### src/rtl/z80_bus_arbiter_pkg.sv
// ---------------------------------------------------------------------------
// z80_bus_arbiter_pkg
// Shared definitions for the z80 / DMA RAM arbiter:
//   state_t   - arbiter FSM states (2-bit)
//   SEL_CPU / SEL_DMA - RAM mux select encodings
//   sat_inc8 / sat_dec8 - 8-bit saturating counter helpers
// ---------------------------------------------------------------------------
package z80_bus_arbiter_pkg;

    typedef enum logic [1:0] {
        ST_CPU    = 2'd0,
        ST_STOP   = 2'd1,
        ST_DMA    = 2'd2,
        ST_REFILL = 2'd3
    } state_t;

    localparam logic SEL_CPU = 1'b1;
    localparam logic SEL_DMA = 1'b0;

    function automatic logic [7:0] sat_inc8(input logic [7:0] v);
        return (v == 8'hFF) ? v : v + 8'd1;
    endfunction

    function automatic logic [7:0] sat_dec8(input logic [7:0] v);
        return (v == 8'h00) ? v : v - 8'd1;
    endfunction

endpackage

### src/rtl/z80_bus_arbiter.sv
// ---------------------------------------------------------------------------
// z80_bus_arbiter
// Shares a single-port RAM between the z80 core and one DMA master.
// The core is frozen through o_cpu_hold (1 = run) while DMA owns the bus.
// DMA bursts are bounded by MAX_BURST accesses, and after every burst the
// core is guaranteed MIN_CPU run cycles before the next grant.
//
// Ports:
//   i_clock, i_reset          clock, synchronous active-high reset
//   i_cpu_a/_do/_w            core address / write data / write strobe
//   o_cpu_hold, o_cpu_di      core run enable, read data (= i_mem_di)
//   i_dma_req/_a/_do/_w       DMA request, address, write data, strobe
//   o_dma_gnt, o_dma_ack      bus owned by DMA, read data valid
//   o_dma_di                  read data to DMA
//   o_mem_a/_do/_w, i_mem_di  RAM port (1-cycle read latency)
// ---------------------------------------------------------------------------
module z80_bus_arbiter
    import z80_bus_arbiter_pkg::*;
#(
    parameter int unsigned MAX_BURST = 16,
    parameter int unsigned MIN_CPU   = 8
) (
    input  logic        i_clock,
    input  logic        i_reset,
    input  logic [15:0] i_cpu_a,
    input  logic [7:0]  i_cpu_do,
    input  logic        i_cpu_w,
    output logic        o_cpu_hold,
    output logic [7:0]  o_cpu_di,
    input  logic        i_dma_req,
    input  logic [15:0] i_dma_a,
    input  logic [7:0]  i_dma_do,
    input  logic        i_dma_w,
    output logic        o_dma_gnt,
    output logic        o_dma_ack,
    output logic [7:0]  o_dma_di,
    output logic [15:0] o_mem_a,
    output logic [7:0]  o_mem_do,
    output logic        o_mem_w,
    input  logic [7:0]  i_mem_di
);

    localparam logic [7:0] MAX_BURST_C = 8'(MAX_BURST);
    localparam logic [7:0] MIN_CPU_C   = 8'(MIN_CPU);

    state_t      r_state;
    state_t      w_state_next;
    logic [7:0]  r_burst_cnt;
    logic [7:0]  r_quota_cnt;
    logic        r_rd_pending;
    logic        w_sel;
    logic        w_dma_access;
    logic [7:0]  w_burst_inc;

    // A DMA access happens on every granted cycle where the master requests.
    assign w_dma_access = (r_state == ST_DMA) && i_dma_req;
    assign w_burst_inc  = sat_inc8(r_burst_cnt);

    // ---------------- state register ----------------
    always_ff @(posedge i_clock) begin
        if (i_reset) begin
            r_state <= ST_CPU;
        end else begin
            r_state <= w_state_next;
        end
    end

    // ---------------- next-state logic ----------------
    always_comb begin
        w_state_next = r_state;
        case (r_state)
            // A CPU write in progress is never interrupted.
            ST_CPU:    if (i_dma_req && (r_quota_cnt == 8'd0) && !i_cpu_w)
                           w_state_next = ST_STOP;
            ST_STOP:   w_state_next = ST_DMA;
            ST_DMA:    if (!i_dma_req || (w_burst_inc == MAX_BURST_C))
                           w_state_next = ST_REFILL;
            ST_REFILL: w_state_next = ST_CPU;
            default:   w_state_next = ST_CPU;
        endcase
    end

    // ---------------- FSM outputs ----------------
    always_comb begin
        w_sel      = SEL_CPU;
        o_cpu_hold = 1'b0;
        o_dma_gnt  = 1'b0;
        case (r_state)
            ST_CPU:    o_cpu_hold = 1'b1;
            ST_DMA: begin
                w_sel     = SEL_DMA;
                o_dma_gnt = 1'b1;
            end
            default: ;
        endcase
    end

    // ---------------- counters and read-ack tracking ----------------
    always_ff @(posedge i_clock) begin
        if (i_reset) begin
            r_burst_cnt  <= 8'd0;
            r_quota_cnt  <= 8'd0;
            r_rd_pending <= 1'b0;
        end else begin
            // RAM data for a granted read appears one cycle later, possibly
            // while already in REFILL.
            r_rd_pending <= w_dma_access && !i_dma_w;
            case (r_state)
                ST_CPU:    r_quota_cnt <= sat_dec8(r_quota_cnt);
                ST_STOP:   r_burst_cnt <= 8'd0;
                ST_DMA:    if (w_dma_access) r_burst_cnt <= w_burst_inc;
                ST_REFILL: r_quota_cnt <= MIN_CPU_C;
                default: ;
            endcase
        end
    end

    // ---------------- RAM mux ----------------
    // In STOP and REFILL the frozen core address stays on the bus so that its
    // read data is valid on o_cpu_di when the core resumes.
    assign o_mem_a   = (w_sel == SEL_CPU) ? i_cpu_a  : i_dma_a;
    assign o_mem_do  = (w_sel == SEL_CPU) ? i_cpu_do : i_dma_do;
    assign o_mem_w   = (w_sel == SEL_CPU) ? i_cpu_w  : (i_dma_w & i_dma_req);
    assign o_cpu_di  = i_mem_di;
    assign o_dma_di  = i_mem_di;
    assign o_dma_ack = r_rd_pending;

endmodule

### config.mk
export PLATFORM = sky130hd
export DESIGN_NAME = z80_bus_arbiter
export DESIGN_NICKNAME = d
export VERILOG_FILES = /design/src/rtl/z80_bus_arbiter_pkg.sv /design/src/rtl/z80_bus_arbiter.sv
export SDC_FILE = /design/constraint.sdc
export NUM_CORES = 1
export LEC_CHECK = 0
export ABC_AREA = 0
export BUFFER_PORTS_ARGS = -buffer_cell sky130_fd_sc_hd__buf_4
export CAP_MARGIN = 20
export CORE_MARGIN = 8
export CORE_UTILIZATION = 43
export CTS_BUF_LIST = sky130_fd_sc_hd__clkbuf_4 sky130_fd_sc_hd__clkbuf_8
export CTS_CLUSTER_DIAMETER = 100
export DETAILED_ROUTE_END_ITERATION = 6
export PLACE_DENSITY = 0.83
export SETUP_SLACK_MARGIN = 0.02
export SLEW_MARGIN = 30
export SYNTH_ARGS = -nofsm -noshare
export SYNTH_HDL_FRONTEND = slang
export SYNTH_SLANG_ARGS = --single-unit
### constraint.sdc
create_clock -name i_clock -period 2.7 [get_ports i_clock]
set_clock_uncertainty 0.1 [all_clocks]
set_input_delay 0.54 -clock i_clock [delete_from_list [all_inputs] [get_ports i_clock]]
set_output_delay 0.54 -clock i_clock [all_outputs]
set_load 0.005 [all_outputs]
==> metrics.csv <==
metric;value;unit
cts_setup_buffers;0;
wl;4470;um
critPathRequiredTime;2.06;ns
nets;312;
cts_hold_buf;0;
clkLatencyLatePin;0.30;ns
max_stage_delay;0.39;ns
cts.sinks;19;
synth_cell_types;42;
cp_max_fo;30;
io-pin-count;105;
holdWs;0.299;ns
outcome;finished clean;
cts_buffer_depth;2;
power_density;604;mW/mm2
final_common_cell;buf_4;
finalCoreUtilization;0.610;
grt_pass1_vias;1482;
placedCellCount;285;
hold_viol;0;
port_buffers;80;
grt_usage;0.160;
min-delay-start;i_dma_w;
ys_ff_latch;19;
r2r_start;r_state[0];
yosysTopAreaCellShare;0.247;
grt_pass1_wl;7090;um
async_flop_share;0;
gp_congestion;0.843;
finalSetupViolCount;0;
h-tree-depth;1;
critPathArrivalTime;1.80;ns
cts.root.buffer_cell;clkbuf_4;
numCtsBuffers;3;
path_buf_inv;3;
die_w;75.9;um
grt.overflow.total;0;
dp_hpwl;3700;um
grt_antenna_before_repair;0;
detail_route.iter0.violations;79;
r2r-end;r_burst_cnt[1];
holdPathStages;2;
netlist_instances;182;
rows;21;
drtPass1Iterations;4;
ys.flop_type;dfxtp_1;
r2r_cells;8;
cpMaxStageDelayCell;mux2_2;
min_to;o_dma_ack;
finalMaxSlewViolations;0;
slew_headroom;0.591;
synth-edff-count;0;
rsz0062_at_grt;false;
synth_area;0.00154;mm2
period_share;0.903;
holdCritPathClass;input port to register;
fin_cells;289;
path_clk_slew;0.12;ns
ys_seq_area_frac;0.247;
p_leak;0.920;nW
worst_path_most_repeated_cell;buf_4;
period_minus_slack;2.44;ns
yosys.area.top_type;dfxtp_1;
diodes;0;
worstSetupPathType;register to output pin;
cts-resized-gates;0;
power;1.25;mW
path_cells;inv_1 -> ha_1 -> buf_4 -> mux2_2 -> buf_4;
crit_path_end_kind;output pin;
via_per_inst;5.12;
peakVddDrop;331;uV
fmax;410;MHz
vias;1481;
grt_max_degree;31;
core;0.00339;mm2
die_h;75.9;um
drc;0;
post_drt_wl_per_cell;15.5;um
final_cell_mix;buf_4, dfxtp_1, mux2_2, nor2_1, nand2_1;
start_kind;register;
synthTopCellsByArea;dfxtp_1, mux2_2, buf_4;
finalSetupTns;0;ns
ant_nets;0;
rrSetupSlack;0.54;ns
tritoncts;yes;
path_delay_family;buffers and inverters;
tightestPinTransition;0.610;ns
yosys_warnings;0;
drive_gt1_frac;0.449;
avgSynthCellArea;8.46;um2
start_util;0.454;
die_area;0.00575;mm2
synthesis.nets;250;
layout-area-overhead-vs-synth;34.2;%
maxCapViolCount;0;
[routing by layer]
metal,wire length [um],vias to the layer above,global-route usage
met5,0,-,0
met4,54,0,0.0490
met3,517,4,0.0921
met2,2250,60,0.272
met1,1650,668,0.162
li1,-,749,-
[synthesized netlist by cell type, types with 2 or more instances]
| library cell | instances |
|---|---|
| xor2_1 | 6 |
| nor2_1 | 18 |
| dfxtp_1 | 19 |
| a31oi_1 | 4 |
| buf_6 | 2 |
| nand4_1 | 3 |
| buf_1 | 2 |
| xnor2_1 | 2 |
| a211oi_1 | 6 |
| and2_1 | 3 |
| nand2_1 | 14 |
| buf_4 | 17 |
| nand4b_1 | 2 |
| o21ai_0 | 5 |
| clkbuf_1 | 3 |
| a21oi_1 | 5 |
| o211a_1 | 2 |
| o21ai_1 | 3 |
| mux2_1 | 6 |
| nand3_1 | 7 |
| ha_1 | 7 |
| inv_1 | 9 |
| mux2_2 | 18 |
[registers in the layout, summed over array words and instances (netlist names)]
| signal | cells |
|---|---|
| r_burst_cnt | 8 |
| r_state | 2 |
| r_quota_cnt | 8 |
| o_dma_ack | 1 |
[through the flow]
| step | setup slack (ns) | cell area, um2 |
|---|---|---|
| 3_3_place_gp | 0.655 | 2040 |
| 2_1_floorplan | 0.530 | 1540 |
| 3_5_place_dp | 0.586 | 2040 |
| 5_1_grt | 0.149 | 2070 |
| 4_1_cts | 0.258 | 2070 |
| 6_report | 0.263 | 2070 |
[how the worst max path moves through the flow]
stage | cells past startpoint | end | from | slack [ns]
after floorplan | 5 | o_mem_a[10] | r_state[0] | 0.53
after global placement | 5 | o_mem_a[11] | r_state[0] | 0.66
after detailed placement | 8 | r_burst_cnt[1] | r_state[0] | 0.59
after CTS | 5 | o_mem_a[11] | r_state[0] | 0.26
after global routing | 5 | o_mem_do[6] | r_state[0] | 0.15
final | 5 | o_mem_a[13] | r_state[0] | 0.26
[cell families after synthesis]
kind of cell,synth area share
AO/OA/AOI/OAI,0.151
XOR/XNOR,0.0455
adder cells (fa/ha/maj),0.0569
buffers and inverters,0.135
flip-flops,0.247
multiplexers,0.182
AND/OR/NAND/NOR,0.183
[final cells by class]
type	count	area, um2
fill	283	1320
sequential	19	380
multi-input combinational	129	952
inverter	9	33.8
clock inverter	1	5.00
clock buffer	3	22.5
timing repair buffer	82	616
tap	46	57.6
[where the power goes]
| group | internal, mW | switching, mW |
|---|---|---|
| registers | 0.343 | 0.0537 |
| clock network | 0.0552 | 0.0966 |
| logic | 0.356 | 0.344 |
| total | 0.754 | 0.494 |
No activity file was read; power rests on OpenSTA's default activity.
